**config.mk**
```make
export PLATFORM = sky130hd
export DESIGN_NAME = ex_operand_stage
export DESIGN_NICKNAME = d
export VERILOG_FILES = /design/src/rtl/ex_operand_stage.sv
export SDC_FILE = /design/constraint.sdc
export NUM_CORES = 1
export LEC_CHECK = 0
export ABC_AREA = 1
export CORE_AREA = 10 10 115 194
export DETAILED_ROUTE_END_ITERATION = 8
export DIE_AREA = 0 0 125 204
export PLACE_DENSITY = 0.76
export SYNTH_ARGS = -nofsm -noshare
export SYNTH_HDL_FRONTEND = slang
export SYNTH_SLANG_ARGS = --single-unit
export TNS_END_PERCENT = 100
```
**constraint.sdc**
```tcl
create_clock -name clk -period 3.4 [get_ports clk]
set_input_delay 0.34 -clock clk [delete_from_list [all_inputs] [get_ports clk]]
set_output_delay 0.34 -clock clk [all_outputs]
set_load 0.005 [all_outputs]
```
**src/rtl/ex_operand_stage.sv**
```systemverilog
// ID/EX pipeline register with MEM/WB operand forwarding and load-use stall.
// Drives the ALU operands, the ALU op code, and the controls carried on to MEM.
module ex_operand_stage #(
  parameter int XLEN       = 32,
  parameter int REGW       = 5,
  parameter int MASK_SHAMT = 1
) (
  input  logic            clk,
  input  logic            rst,
  input  logic            id_valid,
  input  logic [REGW-1:0] id_rs1,
  input  logic [REGW-1:0] id_rs2,
  input  logic [REGW-1:0] id_rd,
  input  logic [XLEN-1:0] id_rs1_data,
  input  logic [XLEN-1:0] id_rs2_data,
  input  logic [XLEN-1:0] id_imm,
  input  logic            id_alu_src,
  input  logic [2:0]      id_alu_control,
  input  logic            id_reg_write,
  input  logic            id_mem_read,
  input  logic            id_mem_write,
  input  logic            flush,
  input  logic [REGW-1:0] mem_rd,
  input  logic            mem_reg_write,
  input  logic [XLEN-1:0] mem_result,
  input  logic [REGW-1:0] wb_rd,
  input  logic            wb_reg_write,
  input  logic [XLEN-1:0] wb_result,
  output logic [XLEN-1:0] SrcA,
  output logic [XLEN-1:0] SrcB,
  output logic [2:0]      ALUControl,
  output logic            ex_valid,
  output logic [REGW-1:0] ex_rd,
  output logic            ex_reg_write,
  output logic            ex_mem_read,
  output logic            ex_mem_write,
  output logic [XLEN-1:0] ex_store_data,
  output logic            stall
);

  logic            valid_q, alu_src_q, reg_write_q, mem_read_q, mem_write_q;
  logic [REGW-1:0] rs1_q, rs2_q, rd_q;
  logic [XLEN-1:0] rs1_data_q, rs2_data_q, imm_q;
  logic [2:0]      alu_control_q;

  logic            valid_d, alu_src_d, reg_write_d, mem_read_d, mem_write_d;
  logic [REGW-1:0] rs1_d, rs2_d, rd_d;
  logic [XLEN-1:0] rs1_data_d, rs2_data_d, imm_d;
  logic [2:0]      alu_control_d;

  logic            hazard;
  logic [XLEN-1:0] fwd_rs1, fwd_rs2, srcb_raw;
  logic            shift_op;

  assign hazard = valid_q & mem_read_q & (rd_q != '0) & id_valid &
                  ((id_rs1 == rd_q) | (id_rs2 == rd_q));
  assign stall  = hazard & ~flush;

  always_comb begin
    valid_d       = id_valid;
    rs1_d         = id_rs1;
    rs2_d         = id_rs2;
    rd_d          = id_rd;
    rs1_data_d    = id_rs1_data;
    rs2_data_d    = id_rs2_data;
    imm_d         = id_imm;
    alu_src_d     = id_alu_src;
    alu_control_d = id_valid ? id_alu_control : 3'b000;
    reg_write_d   = id_valid & id_reg_write;
    mem_read_d    = id_valid & id_mem_read;
    mem_write_d   = id_valid & id_mem_write;
    // Flush wins over the load-use hazard; both load a fully zeroed bubble.
    if (flush || hazard) begin
      valid_d       = 1'b0;
      rs1_d         = '0;
      rs2_d         = '0;
      rd_d          = '0;
      rs1_data_d    = '0;
      rs2_data_d    = '0;
      imm_d         = '0;
      alu_src_d     = 1'b0;
      alu_control_d = 3'b000;
      reg_write_d   = 1'b0;
      mem_read_d    = 1'b0;
      mem_write_d   = 1'b0;
    end
  end

  always_ff @(posedge clk or posedge rst) begin
    if (rst) begin
      valid_q       <= 1'b0;
      rs1_q         <= '0;
      rs2_q         <= '0;
      rd_q          <= '0;
      rs1_data_q    <= '0;
      rs2_data_q    <= '0;
      imm_q         <= '0;
      alu_src_q     <= 1'b0;
      alu_control_q <= 3'b000;
      reg_write_q   <= 1'b0;
      mem_read_q    <= 1'b0;
      mem_write_q   <= 1'b0;
    end else begin
      valid_q       <= valid_d;
      rs1_q         <= rs1_d;
      rs2_q         <= rs2_d;
      rd_q          <= rd_d;
      rs1_data_q    <= rs1_data_d;
      rs2_data_q    <= rs2_data_d;
      imm_q         <= imm_d;
      alu_src_q     <= alu_src_d;
      alu_control_q <= alu_control_d;
      reg_write_q   <= reg_write_d;
      mem_read_q    <= mem_read_d;
      mem_write_q   <= mem_write_d;
    end
  end

  // MEM is the younger producer, so it takes priority over WB; x0 never forwards.
  always_comb begin
    fwd_rs1 = rs1_data_q;
    if (mem_reg_write && (mem_rd != '0) && (mem_rd == rs1_q))
      fwd_rs1 = mem_result;
    else if (wb_reg_write && (wb_rd != '0) && (wb_rd == rs1_q))
      fwd_rs1 = wb_result;
  end

  always_comb begin
    fwd_rs2 = rs2_data_q;
    if (mem_reg_write && (mem_rd != '0) && (mem_rd == rs2_q))
      fwd_rs2 = mem_result;
    else if (wb_reg_write && (wb_rd != '0) && (wb_rd == rs2_q))
      fwd_rs2 = wb_result;
  end

  assign shift_op = (MASK_SHAMT != 0) &&
                    ((alu_control_q == 3'b001) || (alu_control_q == 3'b101));
  assign srcb_raw = alu_src_q ? imm_q : fwd_rs2;

  always_comb begin
    SrcB = srcb_raw;
    if (shift_op)
      SrcB = {{(XLEN-5){1'b0}}, srcb_raw[4:0]};
  end

  assign SrcA          = fwd_rs1;
  assign ex_store_data = fwd_rs2;
  assign ALUControl    = alu_control_q;
  assign ex_valid      = valid_q;
  assign ex_rd         = rd_q;
  assign ex_reg_write  = reg_write_q;
  assign ex_mem_read   = mem_read_q;
  assign ex_mem_write  = mem_write_q;

endmodule

```
==> results.json <==
{
  "clk_latency_ns": 0.42,
  "dp_hpwl_um": 22100,
  "die_x_um": 125,
  "die_area_um2": 25500,
  "slew_viol_final": 0,
  "synthMuxAreaShare_pct": 0,
  "leakagePower_nw": 6.07,
  "ys_types": 31,
  "critPathLaunchType": "primary input",
  "required_ns": 3.06,
  "portBuffers": 306,
  "tightest_slew_ns": 0.976,
  "cts-root-buf": "clkbuf_16",
  "synth_edf_count": 0,
  "postCtsSetupBuffers": 0,
  "rsz0062_at_grt": "no",
  "finalWirelength_um": 28400,
  "layout_setup_ws_ns": 0.393,
  "whs_path_depth": 3,
  "tritoncts": "built",
  "cpLargestDelayFamily": "buffers and inverters",
  "fmax_mhz": 333,
  "r2r-end": "imm_q[14]",
  "drc": 0,
  "grt_pass1_vias": 7803,
  "final-seq-area_um2": 2980,
  "cts_hold_buf": 0,
  "clkSinkCount": 119,
  "r2r_slack_ns": 1.25,
  "htreeDepth": 4,
  "synth_common_cells": "262 x inv_1, 243 x nand2_1, 129 x nor2_1",
  "layout_worst_path_cycle_share_pct": 88.5,
  "max_slew_margin_pct": 34.8,
  "criticalPathCategory": "in -> out",
  "hold_slack_ns": 0.431,
  "wl_per_cell_um": 17.7,
  "yosysSeqAreaShare_pct": 41.0,
  "cts_resized": 0,
  "synth.most_common_cell": "inv_1",
  "gp_congestion": 0.911,
  "cp_cell_sequence": "clkdlybuf4s50_1 > nor2_1 > nand2_1 > o21ai_2 > nand3b_4 > buf_4 > nand3_1 > nand3_1 > nand2_1 > inv_1 > clkdlybuf4s50_1",
  "p_per_area_nw_per_um2": 390,
  "path_clk_slew_ns": 0.07,
  "synth_xor_area_share_pct": 3.02,
  "hold_start": "id_rs2_data[2]",
  "cp_slowest_cell": "clkdlybuf4s50_1",
  "synth_area_leader_cell": "dfrtp_1",
  "cts_buffers": 17,
  "worstReg2RegStart": "ex_rd[0]",
  "finalSetupViolCount": 0,
  "synth_area_um2": 7260,
  "fillers": 1744,
  "grt_max_degree": 120,
  "drv_cap": 0,
  "gr-usage-all-layers_pct": 21.6,
  "syn_avg_cell_area_um2": 6.93,
  "p_total_w": 0.00436,
  "overflow": 0,
  "dr_total_vias": 7390,
  "finalCriticalPeriod_ns": 3.01,
  "synth_top_family_by_area": "simple AND/OR/NAND/NOR gates",
  "core_area_um2": 19100,
  "pin_count": 307,
  "fin_skew_ns": 0.0192,
  "rows": 67,
  "crit_path_end_kind": "output pin",
  "placed_area_um2": 10500,
  "critPathBufInv": 4,
  "finalHoldViolCount": 0,
  "setup-tns-final_ns": 0,
  "clockBufferDepth": 2,
  "async_flop_share_pct": 100,
  "dr.first_iter.drc_count": 371,
  "area_growth_pct": 53.8,
  "dr.pass1.iters": 7,
  "place_ws_ns": 0.411,
  "crit_fanout": 23,
  "ir_worst_vdd_uv": 291,
  "hp-class": "in -> reg",
  "multi_input_area_um2": 2960,
  "grt_pass1_wl_um": 43300,
  "drive_gt1_share_pct": 7.37,
  "antenna_found_initial": 2,
  "outcome": "finished clean",
  "yosys_warnings": 0,
  "synth_area_leaders": "dfrtp_1 41%, inv_1 14%, nand2_1 13%, nand3_1 8.6%, nor2_1 6.7%",
  "synthCells": 1048,
  "initial_core_util_pct": 38.0,
  "num-nets-final": 1542,
  "yosysTopAreaCellShare_pct": 41.0,
  "yosys.area_share.simple_pct": 35.3,
  "hold_end": "rs2_data_q[2]",
  "fin_area_um2": 11200,
  "ys_ff_latch": 119,
  "worstPathArrival_ns": 2.67,
  "syn-num-nets": 1246,
  "vias_per_cell": 4.62,
  "synth-compound-area-share_pct": 2.22,
  "ant_nets": 0,
  "synth_fa_ha_area_share_pct": 0,
  "max_stage_delay_ns": 0.56,
  "fp.dieH_um": 204,
  "ys.flop_type": "dfrtp_1",
  "reg2reg_depth": 7
}
flip-flops by register name, indices dropped and copies added (netlist names):
name / flops
rs1_q: 5
ex_mem_read: 1
rs1_data_q: 32
ex_valid: 1
ALUControl: 3
rs2_q: 5
alu_src_q: 1
imm_q: 32
rs2_data_q: 32
ex_mem_write: 1
ex_reg_write: 1
ex_rd: 5
cell usage in the layout (no fill, tap or decap), types with 2 or more instances in the layout:
cell type | synthesis | layout
inv_2 | 2 | 3
dfrtp_1 | 119 | 119
xnor2_1 | 9 | 9
clkbuf_16 | 0 | 17
nor3_1 | 3 | 3
xor2_1 | 16 | 16
clkdlybuf4s50_1 | 0 | 306
nor2_4 | 2 | 3
clkinvlp_4 | 0 | 4
inv_6 | 0 | 3
clkbuf_8 | 0 | 2
and2_1 | 5 | 5
inv_1 | 262 | 260
bufinv_16 | 0 | 3
nand3_2 | 34 | 34
or2_0 | 5 | 5
buf_4 | 14 | 14
or2_1 | 5 | 5
nand3_1 | 125 | 125
o21ai_0 | 27 | 27
a21oi_1 | 2 | 2
nand2_2 | 1 | 2
diode_2 | 0 | 2
nand4_1 | 2 | 2
clkinv_4 | 0 | 3
nand2_1 | 243 | 241
nor2_1 | 129 | 129
buf_12 | 0 | 7
where the power goes:
| part | switching, W | internal, W | total (W) | leakage [nW] |
|---|---|---|---|---|
| sequential | 0.0000264 | 0.00149 | 0.00151 | 1.54 |
| clock | 0.000699 | 0.00120 | 0.00190 | 0.297 |
| combinational | 0.000435 | 0.000513 | 0.000948 | 4.24 |
logic make-up (layout without fill, tap and decap cells):
logic type / after synthesis / after routing
other: 0 / 2
XOR/XNOR: 25 / 25
AND/OR/NAND/NOR: 558 / 558
AO/OA/AOI/OAI: 31 / 31
buffers and inverters: 315 / 624
flip-flops: 119 / 119
area by class of cell:
type | count | area share [%]
Timing Repair Buffer | 327 | 29.6
Clock inverter | 13 | 1.52
Multi-Input combinational cell | 614 | 26.5
Sequential cell | 119 | 26.7
Antenna cell | 2 | 0.0448
Inverter | 265 | 8.94
Tap cell | 241 | 2.70
Clock buffer | 19 | 4.05
metrics by stage:
stage	instances	util (%)
after global routing	1600	58.4
after floorplan	1048	-
after detailed placement	1566	55.2
after global placement	1566	55.2
after CTS	1598	58.4
final	1600	58.4
worst max-delay path by stage:
stage / start / end / slack [ns] / depth (start not counted)
2_1_floorplan: rst / ALUControl[0] / 1.60 / 1
3_3_place_gp: wb_rd[2] / SrcA[8] / 0.42 / 11
3_5_place_dp: mem_rd[0] / SrcB[20] / 0.41 / 11
4_1_cts: mem_rd[0] / SrcB[19] / 0.40 / 11
5_1_grt: mem_rd[0] / SrcB[24] / 0.16 / 11
6_report: mem_rd[0] / SrcB[19] / 0.39 / 11
per-layer routing:
metal / GRT usage, % / vias up / wire length (um)
met5: 0 / - / 0
met4: 10.3 / 0 / 1110
met3: 6.31 / 51 / 2010
met2: 40.0 / 288 / 15200
met1: 21.7 / 3394 / 10000
li1: - / 3657 / -
worst min-delay path, cell delays in order:
cell             delay (ns)
clkdlybuf4s50_1        0.39
inv_1                  0.05
nor2_1                 0.03
(Power assumes the default switching activity.)
